--- config.mk ---
export PLATFORM = sky130hd
export DESIGN_NAME = multicycle_ctrl_fsm
export DESIGN_NICKNAME = d
export VERILOG_FILES = /design/src/rtl/mips_ctrl_pkg.sv /design/src/rtl/multicycle_ctrl_fsm.sv
export SDC_FILE = /design/constraint.sdc
export NUM_CORES = 1
export LEC_CHECK = 0
export ABC_AREA = 0
export CORE_MARGIN = 4
export CORE_UTILIZATION = 36
export CTS_CLUSTER_DIAMETER = 30
export DETAILED_ROUTE_END_ITERATION = 7
export GPL_ROUTABILITY_DRIVEN = 0
export PLACE_DENSITY = 0.78
export SYNTH_ARGS = -nofsm -noshare
export SYNTH_HDL_FRONTEND = slang
export SYNTH_SLANG_ARGS = --single-unit
--- constraint.sdc ---
create_clock -name clk -period 1.5 [get_ports clk]
set_input_delay 0.3 -clock clk [delete_from_list [all_inputs] [get_ports clk]]
set_output_delay 0.3 -clock clk [all_outputs]
set_load 0.005 [all_outputs]
--- src/rtl/mips_ctrl_pkg.sv ---
// Shared constants for the multicycle MIPS control path: opcodes, ALU
// operation classes, FSM state encodings and datapath mux selects.
package mips_ctrl_pkg;

   // Opcode field values recognised by the controller
   localparam logic [5:0] OP_RTYPE = 6'b000000;
   localparam logic [5:0] OP_LW    = 6'b100011;
   localparam logic [5:0] OP_SW    = 6'b101011;
   localparam logic [5:0] OP_BEQ   = 6'b000100;
   localparam logic [5:0] OP_ADDI  = 6'b001000;
   localparam logic [5:0] OP_J     = 6'b000010;

   // ALU operation class handed to aludec
   localparam logic [1:0] ALUOP_ADD   = 2'b00;
   localparam logic [1:0] ALUOP_SUB   = 2'b01;
   localparam logic [1:0] ALUOP_FUNCT = 2'b10;

   // ALU B operand select
   localparam logic [1:0] SRCB_RT      = 2'b00;
   localparam logic [1:0] SRCB_FOUR    = 2'b01;
   localparam logic [1:0] SRCB_IMM     = 2'b10;
   localparam logic [1:0] SRCB_IMM_SH2 = 2'b11;

   // PC source select
   localparam logic [1:0] PCSRC_ALU    = 2'b00;
   localparam logic [1:0] PCSRC_ALUOUT = 2'b01;
   localparam logic [1:0] PCSRC_JUMP   = 2'b10;

   // Controller states; encodings 12..15 are unused and recover to FETCH
   typedef enum logic [3:0] {
      S_FETCH   = 4'd0,
      S_DECODE  = 4'd1,
      S_MEMADR  = 4'd2,
      S_MEMRD   = 4'd3,
      S_MEMWB   = 4'd4,
      S_MEMWR   = 4'd5,
      S_RTYPEEX = 4'd6,
      S_RTYPEWB = 4'd7,
      S_BEQEX   = 4'd8,
      S_ADDIEX  = 4'd9,
      S_ADDIWB  = 4'd10,
      S_JEX     = 4'd11
   } state_t;

endpackage

--- src/rtl/multicycle_ctrl_fsm.sv ---
// Multicycle MIPS main controller. Sequences each instruction through
// fetch/decode/execute/memory/writeback, holding memory states until the
// unified memory reports ready, and trapping unknown opcodes in DECODE.
module multicycle_ctrl_fsm
   import mips_ctrl_pkg::*;
#(
   parameter int OP_W     = 6,
   parameter int ALUOP_W  = 2,
   parameter int STATE_W  = 4,
   parameter bit MEM_WAIT = 1'b1
) (
   input  logic               clk,
   input  logic               rst,
   input  logic [OP_W-1:0]    op,
   input  logic               mem_ready,
   output logic               pcwrite,
   output logic               branch,
   output logic               iord,
   output logic               memwrite,
   output logic               irwrite,
   output logic               regwrite,
   output logic               regdst,
   output logic               memtoreg,
   output logic               alusrca,
   output logic [1:0]         alusrcb,
   output logic [1:0]         pcsrc,
   output logic [ALUOP_W-1:0] aluop,
   output logic               illegal,
   output logic [STATE_W-1:0] state_o
);

   state_t state;
   state_t state_nx;
   logic   ready;
   logic   op_known;

   // Without the wait option every memory access is assumed to finish in one cycle
   assign ready = MEM_WAIT ? mem_ready : 1'b1;

   // Opcodes that DECODE can dispatch; anything else is trapped
   assign op_known = (op == OP_W'(OP_LW))   || (op == OP_W'(OP_SW))   ||
                     (op == OP_W'(OP_RTYPE)) || (op == OP_W'(OP_BEQ))  ||
                     (op == OP_W'(OP_ADDI))  || (op == OP_W'(OP_J));

   assign state_o = STATE_W'(state);

   // State register; reset takes priority over any pending transition
   always_ff @(posedge clk) begin
      // NOTE: sequential state uses non-blocking assignment so every flop
      // samples pre-edge values regardless of block ordering.
      if (rst) begin
         state <= S_FETCH;
      end else begin
         state <= state_nx;
      end
   end

   // Next-state selection
   always_comb begin
      // NOTE: default first so every path assigns state_nx and no latch forms.
      state_nx = S_FETCH;
      case (state)
         S_FETCH:   state_nx = ready ? S_DECODE : S_FETCH;
         S_DECODE: begin
            if ((op == OP_W'(OP_LW)) || (op == OP_W'(OP_SW))) begin
               state_nx = S_MEMADR;
            end else if (op == OP_W'(OP_RTYPE)) begin
               state_nx = S_RTYPEEX;
            end else if (op == OP_W'(OP_BEQ)) begin
               state_nx = S_BEQEX;
            end else if (op == OP_W'(OP_ADDI)) begin
               state_nx = S_ADDIEX;
            end else if (op == OP_W'(OP_J)) begin
               state_nx = S_JEX;
            end else begin
               state_nx = S_FETCH;
            end
         end
         S_MEMADR:  state_nx = (op == OP_W'(OP_LW)) ? S_MEMRD : S_MEMWR;
         S_MEMRD:   state_nx = ready ? S_MEMWB : S_MEMRD;
         S_MEMWR:   state_nx = ready ? S_FETCH : S_MEMWR;
         S_RTYPEEX: state_nx = S_RTYPEWB;
         S_ADDIEX:  state_nx = S_ADDIWB;
         S_MEMWB, S_RTYPEWB, S_BEQEX, S_ADDIWB, S_JEX: state_nx = S_FETCH;
         default:   state_nx = S_FETCH;
      endcase
   end

   // Datapath control decode from the registered state
   always_comb begin
      pcwrite  = 1'b0;
      branch   = 1'b0;
      iord     = 1'b0;
      memwrite = 1'b0;
      irwrite  = 1'b0;
      regwrite = 1'b0;
      regdst   = 1'b0;
      memtoreg = 1'b0;
      alusrca  = 1'b0;
      alusrcb  = SRCB_RT;
      pcsrc    = PCSRC_ALU;
      aluop    = ALUOP_W'(ALUOP_ADD);
      illegal  = 1'b0;
      case (state)
         S_FETCH: begin
            alusrcb = SRCB_FOUR;
            irwrite = ready;
            pcwrite = ready;
         end
         S_DECODE: begin
            alusrcb = SRCB_IMM_SH2;
            illegal = ~op_known;
         end
         S_MEMADR: begin
            alusrca = 1'b1;
            alusrcb = SRCB_IMM;
         end
         S_MEMRD: begin
            iord = 1'b1;
         end
         S_MEMWR: begin
            iord     = 1'b1;
            memwrite = 1'b1;
         end
         S_MEMWB: begin
            memtoreg = 1'b1;
            regwrite = 1'b1;
         end
         S_RTYPEEX: begin
            alusrca = 1'b1;
            aluop   = ALUOP_W'(ALUOP_FUNCT);
         end
         S_RTYPEWB: begin
            regdst   = 1'b1;
            regwrite = 1'b1;
         end
         S_BEQEX: begin
            alusrca = 1'b1;
            aluop   = ALUOP_W'(ALUOP_SUB);
            branch  = 1'b1;
            pcsrc   = PCSRC_ALUOUT;
         end
         S_ADDIEX: begin
            alusrca = 1'b1;
            alusrcb = SRCB_IMM;
         end
         S_ADDIWB: begin
            regwrite = 1'b1;
         end
         S_JEX: begin
            pcsrc   = PCSRC_JUMP;
            pcwrite = 1'b1;
         end
         default: begin
         end
      endcase
   end

endmodule

==> flow_summary.toml, run 1 <==
[synthesis]
synth_xor_xnor_area_share = 0.0540
ys_seq_elements = 4
synthMuxAreaShare = 0
synth_top_family_by_area = "simple AND/OR/NAND/NOR gates"
synthSimpleGateAreaFrac = 0.383
yosysWarnings = 0
syn_avg_cell_area_um2 = 6.49
synth_area_um2 = 487
synth-compound-area-share = 0.280
synthAdderAreaFrac = 0
yosysUniqueCellTypes = 28
synth_top_area_cell = "dfxtp_1"
ys_seq_area_frac = 0.165
synth_edf_count = 0
synth_area_leaders = "dfxtp_1 (16%), nor3_1 (8.2%), a21oi_1 (6.2%)"
synth_ff_type = "dfxtp_1"
synthCells = 75
synth_top_area_share = 0.165
syn_nets = 84
async_flop_share = 0

[place]
portBuffers = 28
dp_hpwl_um = 1540
placed_cell_area_um2 = 948

[clock_tree]
root_buffer = "clkbuf_4"
cts_buffers = 3
htreeDepth = 1
clockBufferDepth = 2
cts.sinks = 4
postCtsHoldBufs = 0

[floorplan]
start_util = 0.410
die_w_um = 44.8
io_pins = 29
core.rowCount = 12
die_h_um = 44.8

[status]
run_status = "stopped before the end"
stop_stage = "global routing (5_1_grt)"
error_line = "[ERROR DPL-0038] Utilization greater than 100%, impossible to legalize"

[global_routing]
grt_max_degree = 8

[sta]
worst_endpoint = "illegal"
worst-ep-kind = "primary output"
## per-stage QoR
stage	TNS (ps)	utilization	std cells	setup WS, ps
global placement	-3280	0.800	137	-746
detailed placement	-4140	0.800	137	-857
floorplan	0	-	75	51.4
CTS	-235	0.942	152	-205
## cell families after synthesis
logic type | Yosys count
AO/OA/AOI/OAI | 22
buffers and inverters | 12
XOR/XNOR | 3
AND/OR/NAND/NOR | 34
flip-flops | 4
## cell usage after synthesis (2+ instances only)
| master | n |
|---|---|
| o21ai_0 | 6 |
| a32oi_1 | 2 |
| nor4_1 | 3 |
| or3b_2 | 2 |
| nand2b_1 | 4 |
| inv_1 | 5 |
| nor3_1 | 8 |
| a21oi_1 | 6 |
| xnor2_1 | 2 |
| buf_4 | 2 |
| nor2_1 | 6 |
| buf_2 | 3 |
| dfxtp_1 | 4 |
| nand2_1 | 6 |
| o31ai_1 | 3 |
## timing repair
action,CTS
endpoints found under the setup margin,22
gates cloned,1
buffers inserted,12
gates resized for setup,113
pin swaps,13
==> run 2, diff against run 1 <==
--- a/config.mk
+++ b/config.mk
@@ -6,12 +6,11 @@
 export NUM_CORES = 1
 export LEC_CHECK = 0
 export ABC_AREA = 0
-export CORE_MARGIN = 4
-export CORE_UTILIZATION = 36
-export CTS_CLUSTER_DIAMETER = 30
+export CORE_AREA = 4 4 65 67
 export DETAILED_ROUTE_END_ITERATION = 7
+export DIE_AREA = 0 0 69 71
 export GPL_ROUTABILITY_DRIVEN = 0
-export PLACE_DENSITY = 0.78
+export PLACE_DENSITY_LB_ADDON = 0.15
 export SYNTH_ARGS = -nofsm -noshare
 export SYNTH_HDL_FRONTEND = slang
 export SYNTH_SLANG_ARGS = --single-unit
==> run 2 against run 1 <==
Synthesized cell count unchanged. Synthesized area is the same. The flow now finishes, with violations (negative setup slack).
==> flow_summary.toml, run 2 <==
[critical_path]
r2r_start = "state_o[0]"
cpPeakStageDelay_ps = 260
crit_start = "op[2]"
crit_buf_inv = 2
cp_top_family = "compound AO/OA/AOI/OAI gates"
critPathArrivalTime_ps = 1280
crit_type = "input port to output pin"
crit_chain = "buf_6 > xor2_1 > o211ai_1 > o31ai_1 > nor4_1 > buf_2"
critPathSlowestCell = "nor4_1"
critPathMaxFanout = 3
crit_path_start_kind = "input port"
worst_ep_required_time_ps = 1200
end_kind = "output pin"

[global_routing]
grt_pass1_wl_um = 3860
grt_overflow = 0
grt.busiest_layer = "met2"
grtUsageMet3 = 0.0227
grt_max_degree = 7
met1_usage = 0.0990
grt.total_usage = 0.0941
grt_pass1_vias = 876
grt_use_met2 = 0.184
antenna_found_initial = 0

[synthesis]
synth_area_um2 = 487
syn_avg_cell_area_um2 = 6.49
synth-compound-area-share = 0.280
synthAdderAreaFrac = 0
synth_xor_xnor_area_share = 0.0540
synthSimpleGateAreaFrac = 0.383
async_flop_share = 0
yosysUniqueCellTypes = 28
synth_area_leaders = "dfxtp_1 (16%), nor3_1 (8.2%), a21oi_1 (6.2%)"
synth_common_cells = "nor3_1 (8), a21oi_1 (6), nand2_1 (6), nor2_1 (6), o21ai_0 (6)"
syn_nets = 84
synthCells = 75
ys_seq_elements = 4
synth_top_area_share = 0.165
ys_seq_area_frac = 0.165
synth_ff_type = "dfxtp_1"
synthMuxAreaShare = 0
yosysMostFrequentCell = "nor3_1"
synth_top_family_by_area = "simple AND/OR/NAND/NOR gates"
yosysWarnings = 0
synth_edf_count = 0
synth_top_area_cell = "dfxtp_1"

[power]
total_power_uw = 512
max-vdd-ir-drop_uv = 233
leakage_nw = 0.621
p_per_area_nw_per_um2 = 371

[cells_and_area]
syn_to_final_growth_pct = 184
antenna_cells = 0
drive_gt1_frac = 0.720
seq_area_um2 = 95.1
largest_reg_flops = 4
multi_input_area_um2 = 507
layout_common_cells = "buf_4 (34), buf_6 (18), buf_2 (11)"
layout_commonest_cell = "buf_4"
nNetsFinal = 161
fillCellCount = 401

[sta]
worst_pin_slew_ps = 432
fin_ws_ps = -79.6
maxSlewViolCount = 0
finalHoldViolCount = 0
holdWs_ps = 546
skew_ps = 4.94
rsz0062_at_grt = "yes"
finalSetupViolCount = 2
fin_crit_ps = 1580
slew_headroom = 0.711
fin_crit_sh = 1.05
max_freq_mhz = 633

[floorplan]
design.core.area_um2 = 3630
die_area_um2 = 4900
core.rowCount = 22
start_util = 0.134
die_h_um = 71
die_w_um = 69
io_pins = 29

[detailed_routing]
dr.pass1.iters = 3
route.detailed.drc = 0
drt-vias-per-instance = 4.17
totalWireLength_um = 2280
initialDrtViolationCount = 3
vias = 826
ant_nets = 0
wl_per_cell_um = 11.5

[clock_tree]
cts.sinks = 4
clkSlewWorstSetupHoldPaths_ps = 30
htreeDepth = 1
cts_buffers = 3
clockBufferDepth = 2
clkLatencyLatePin_ps = 220
cts_tree = "built"
postCtsHoldBufs = 0
root_buffer = "clkbuf_8"

[run]
cap_violations = 0

[place]
portBuffers = 28
dp_hpwl_um = 1640

[hold_path]
hold_class = "input port to register"
worstHoldStart = "op[5]"

[status]
run_status = "complete, but fails checks"
violations = "negative setup slack"
[run 2: cell counts after synthesis]
Identical to the previous run, type by type.
[run 2: routing by layer]
metal,vias up,share of wire
li1,425,-
met1,376,0.37
met2,23,0.57
met3,2,0.056
met4,0,0.0031
met5,-,0
[run 2: per-stage QoR]
| step | std cells | utilization | setup TNS [ps] | setup slack (ps) | cell area (um2) |
|---|---|---|---|---|---|
| floorplan | 75 | - | 0 | 51.4 | 487 |
| global placement | 174 | 0.279 | -4350 | -800 | 1010 |
| detailed placement | 174 | 0.279 | -4380 | -839 | 1010 |
| CTS | 194 | 0.342 | -240 | -197 | 1240 |
| global route | 198 | 0.380 | -384 | -157 | 1380 |
| finish | 198 | 0.380 | -80.3 | -79.6 | 1380 |
[run 2: worst min-delay path, cell delays in order]
cell	delay [ps]
clkbuf_2	140
buf_4	130
nor3_1	40
nand2_1	50
a21oi_1	50
[run 2: cells by family (layout without fill, tap and decap cells)]
family	after synthesis	count (layout)
xor+xnor	3	3
compound gates	22	22
flops	4	4
buf+inv	12	87
simple gates	34	34
[run 2: final timing paths]
check	endpoint	slack, ps	cells after the start
max	illegal	-80	6
min	state_o[0]	550	5
max reg2reg	state_o[2]	20	6
min reg2reg	state_o[1]	710	3
[run 2: area by class of cell]
class | count | area share
clock buffers | 3 | 0.0299
inverters | 5 | 0.0190
multi-input cells | 59 | 0.367
flip-flops and latches | 4 | 0.0689
well taps | 48 | 0.0435
repair buffers | 79 | 0.471
[run 2: power by group]
group / leakage, nW / switching [mW] / internal [mW]
combinational: 0.564 / 0.0756 / 0.106
sequential: 0.0355 / 0.00332 / 0.104
clock: 0.0216 / 0.0523 / 0.171
[run 2: timing repair]
action                     4_1_cts  5_1_grt
gates resized for setup        116       39
setup endpoints to repair       23       16
pin swaps                       16       17
setup buffers                   17        4
cloned                           0        0
No activity file was read; power rests on OpenSTA's default activity.
==> run 3, diff against run 2 <==
--- a/config.mk
+++ b/config.mk
@@ -6,9 +6,9 @@
 export NUM_CORES = 1
 export LEC_CHECK = 0
 export ABC_AREA = 0
-export CORE_AREA = 4 4 65 67
+export CORE_AREA = 2 2 63 65
 export DETAILED_ROUTE_END_ITERATION = 7
-export DIE_AREA = 0 0 69 71
+export DIE_AREA = 0 0 65 67
 export GPL_ROUTABILITY_DRIVEN = 0
 export PLACE_DENSITY_LB_ADDON = 0.15
 export SYNTH_ARGS = -nofsm -noshare
==> run 3 against run 2 <==
Via count shrank 2.1%. Largest cell class unchanged. Die area is 11% lower. The flow still finishes with violations (negative setup slack). First-iteration DRC count increased to 6.7 times the previous value. Combinational power fell by 7%. Clock power is essentially flat. Final cell count shrank 3.0%. Critical path type is now register to output pin. Largest power group unchanged.
==> flow_summary.toml, run 3 (synthesized netlist as in run 2, its figures left out) <==
[clock_tree]
root_buffer = "clkbuf_8"
cts.sinks = 4
clkSlewWorstSetupHoldPaths_ps = 30
clkLatencyLatePin_ps = 220
htreeDepth = 1
clockBufferDepth = 2
cts_buffers = 3
cts_tree = "built"

[place]
dpl_worst_slack_ps = -841
portBuffers = 28
dp_hpwl_um = 1550
placedCellCount = 173
placed_cell_area_um2 = 1010

[cells_and_area]
final_area_um2 = 1310
fillCellCount = 403
layoutNonFillerInstCount = 192
syn_to_final_growth_pct = 168
layout_commonest_cell = "buf_4"
antenna_cells = 0
drive_gt1_frac = 0.667
largest_reg_flops = 4
layout_common_cells = "buf_4 (34), buf_6 (14), buf_2 (11)"
nNetsFinal = 155

[sta]
tns_ps = -99.4
skew_ps = 1.05
holdWs_ps = 501
finalHoldViolCount = 0
rsz0062_at_grt = "yes"
fin_ws_ps = -51.9
fin_crit_ps = 1550
max_freq_mhz = 644
slew_headroom = 0.791
fin_crit_sh = 1.03
finalSetupViolCount = 6
maxSlewViolCount = 0
worst_pin_slew_ps = 310

[critical_path]
critPathSlowestCell = "dfxtp_4"
crit_chain = "buf_4 > buf_4 > nor4_2 > buf_2"
critPathMaxFanout = 6
rrSetupSlack_ps = 10
crit_buf_inv = 3
worst_ep_required_time_ps = 1200
cp_top_family = "buffers and inverters"
cpPeakStageDelay_ps = 350
critPathArrivalTime_ps = 1250
end_kind = "output pin"
crit_path_start_kind = "register"
cpMostUsedCell = "buf_4"
crit_type = "register to output pin"

[floorplan]
die_area_um2 = 4360
start_util = 0.135
die_w_um = 65
io_pins = 29
core.rowCount = 22
die_h_um = 67
design.core.area_um2 = 3610

[power]
p_per_area_nw_per_um2 = 385
max-vdd-ir-drop_uv = 163
leakage_nw = 0.605

[global_routing]
grt_max_degree = 8
grt.total_usage = 0.100
grt_pass1_wl_um = 3340
antenna_found_initial = 0
grt_pass1_vias = 770
grt_overflow = 0

[detailed_routing]
totalWireLength_um = 2230
ant_nets = 0
drt-vias-per-instance = 4.21
dr.pass1.iters = 4
vias = 809
wl_per_cell_um = 11.6
initialDrtViolationCount = 20
route.detailed.drc = 0

[status]
run_status = "complete, but fails checks"
violations = "negative setup slack"

[run]
cap_violations = 0

[hold_path]
hold_class = "input port to register"
[run 3: changes by cell type in the layout (fill, tap and decap cells not counted), moves of 3 or more]
cell             previous run  this run
clkdlybuf4s15_1             0         4
inv_4                       3         0
buf_6                      18        14
dlygate4sd2_1               7         4
nor2_2                      4         1
[run 3: worst register-to-register path, stage by stage, from the launching register on]
cell and delay, ps:
dfxtp_4 350, buf_6 100, buf_6 120, buf_6 100, or3b_2 420, o21ai_1 90
a32oi_1 110, a21oi_1 120
[run 3: per-layer routing]
| layer | up-vias | share of wire | global-route usage |
|---|---|---|---|
| li1 | 412 | - | - |
| met1 | 372 | 0.40 | 0.102 |
| met2 | 23 | 0.55 | 0.196 |
| met3 | 2 | 0.042 | 0.0220 |
| met4 | 0 | 0.0085 | 0.0399 |
| met5 | - | 0 | 0 |
[run 3: layout make-up]
type,count,area (um2),area share
Tap cell,48,60.1,0.0460
Timing Repair Buffer,73,593,0.454
Sequential cell,4,95.1,0.0729
Clock buffer,3,41.3,0.0316
Inverter,5,18.8,0.0144
Multi-Input combinational cell,59,497,0.381
[run 3: worst paths after layout]
kind / startpoint / end / depth (start not counted)
setup / recovery: state_o[2] / illegal / 4
setup reg to reg: state_o[1] / state_o[1] / 7
hold reg to reg: state_o[3] / state_o[2] / 3
hold / removal: op[2] / state_o[0] / 5
[run 3: power by group]
group          switching (mW)  leakage [nW]  internal (mW)
Clock                  0.0543        0.0216          0.171
Combinational          0.0743         0.548         0.0960
Sequential            0.00326        0.0355          0.104
[run 3: stage by stage]
step | total power, mW | utilization
finish | 0.503 | 0.362
global route | 0.538 | 0.362
CTS | 0.497 | 0.338
detailed placement | 0.251 | 0.279
global placement | 0.251 | 0.279
floorplan | 0.159 | -
[run 3: timing repair]
item                                    in CTS  in global routing
hold buffers                                 0                  0
resized for setup                          112                 26
pin swaps                                   11                 14
buffers inserted                            14                  2
endpoints found under the setup margin      23                 18
hold endpoints to repair                     0                  0
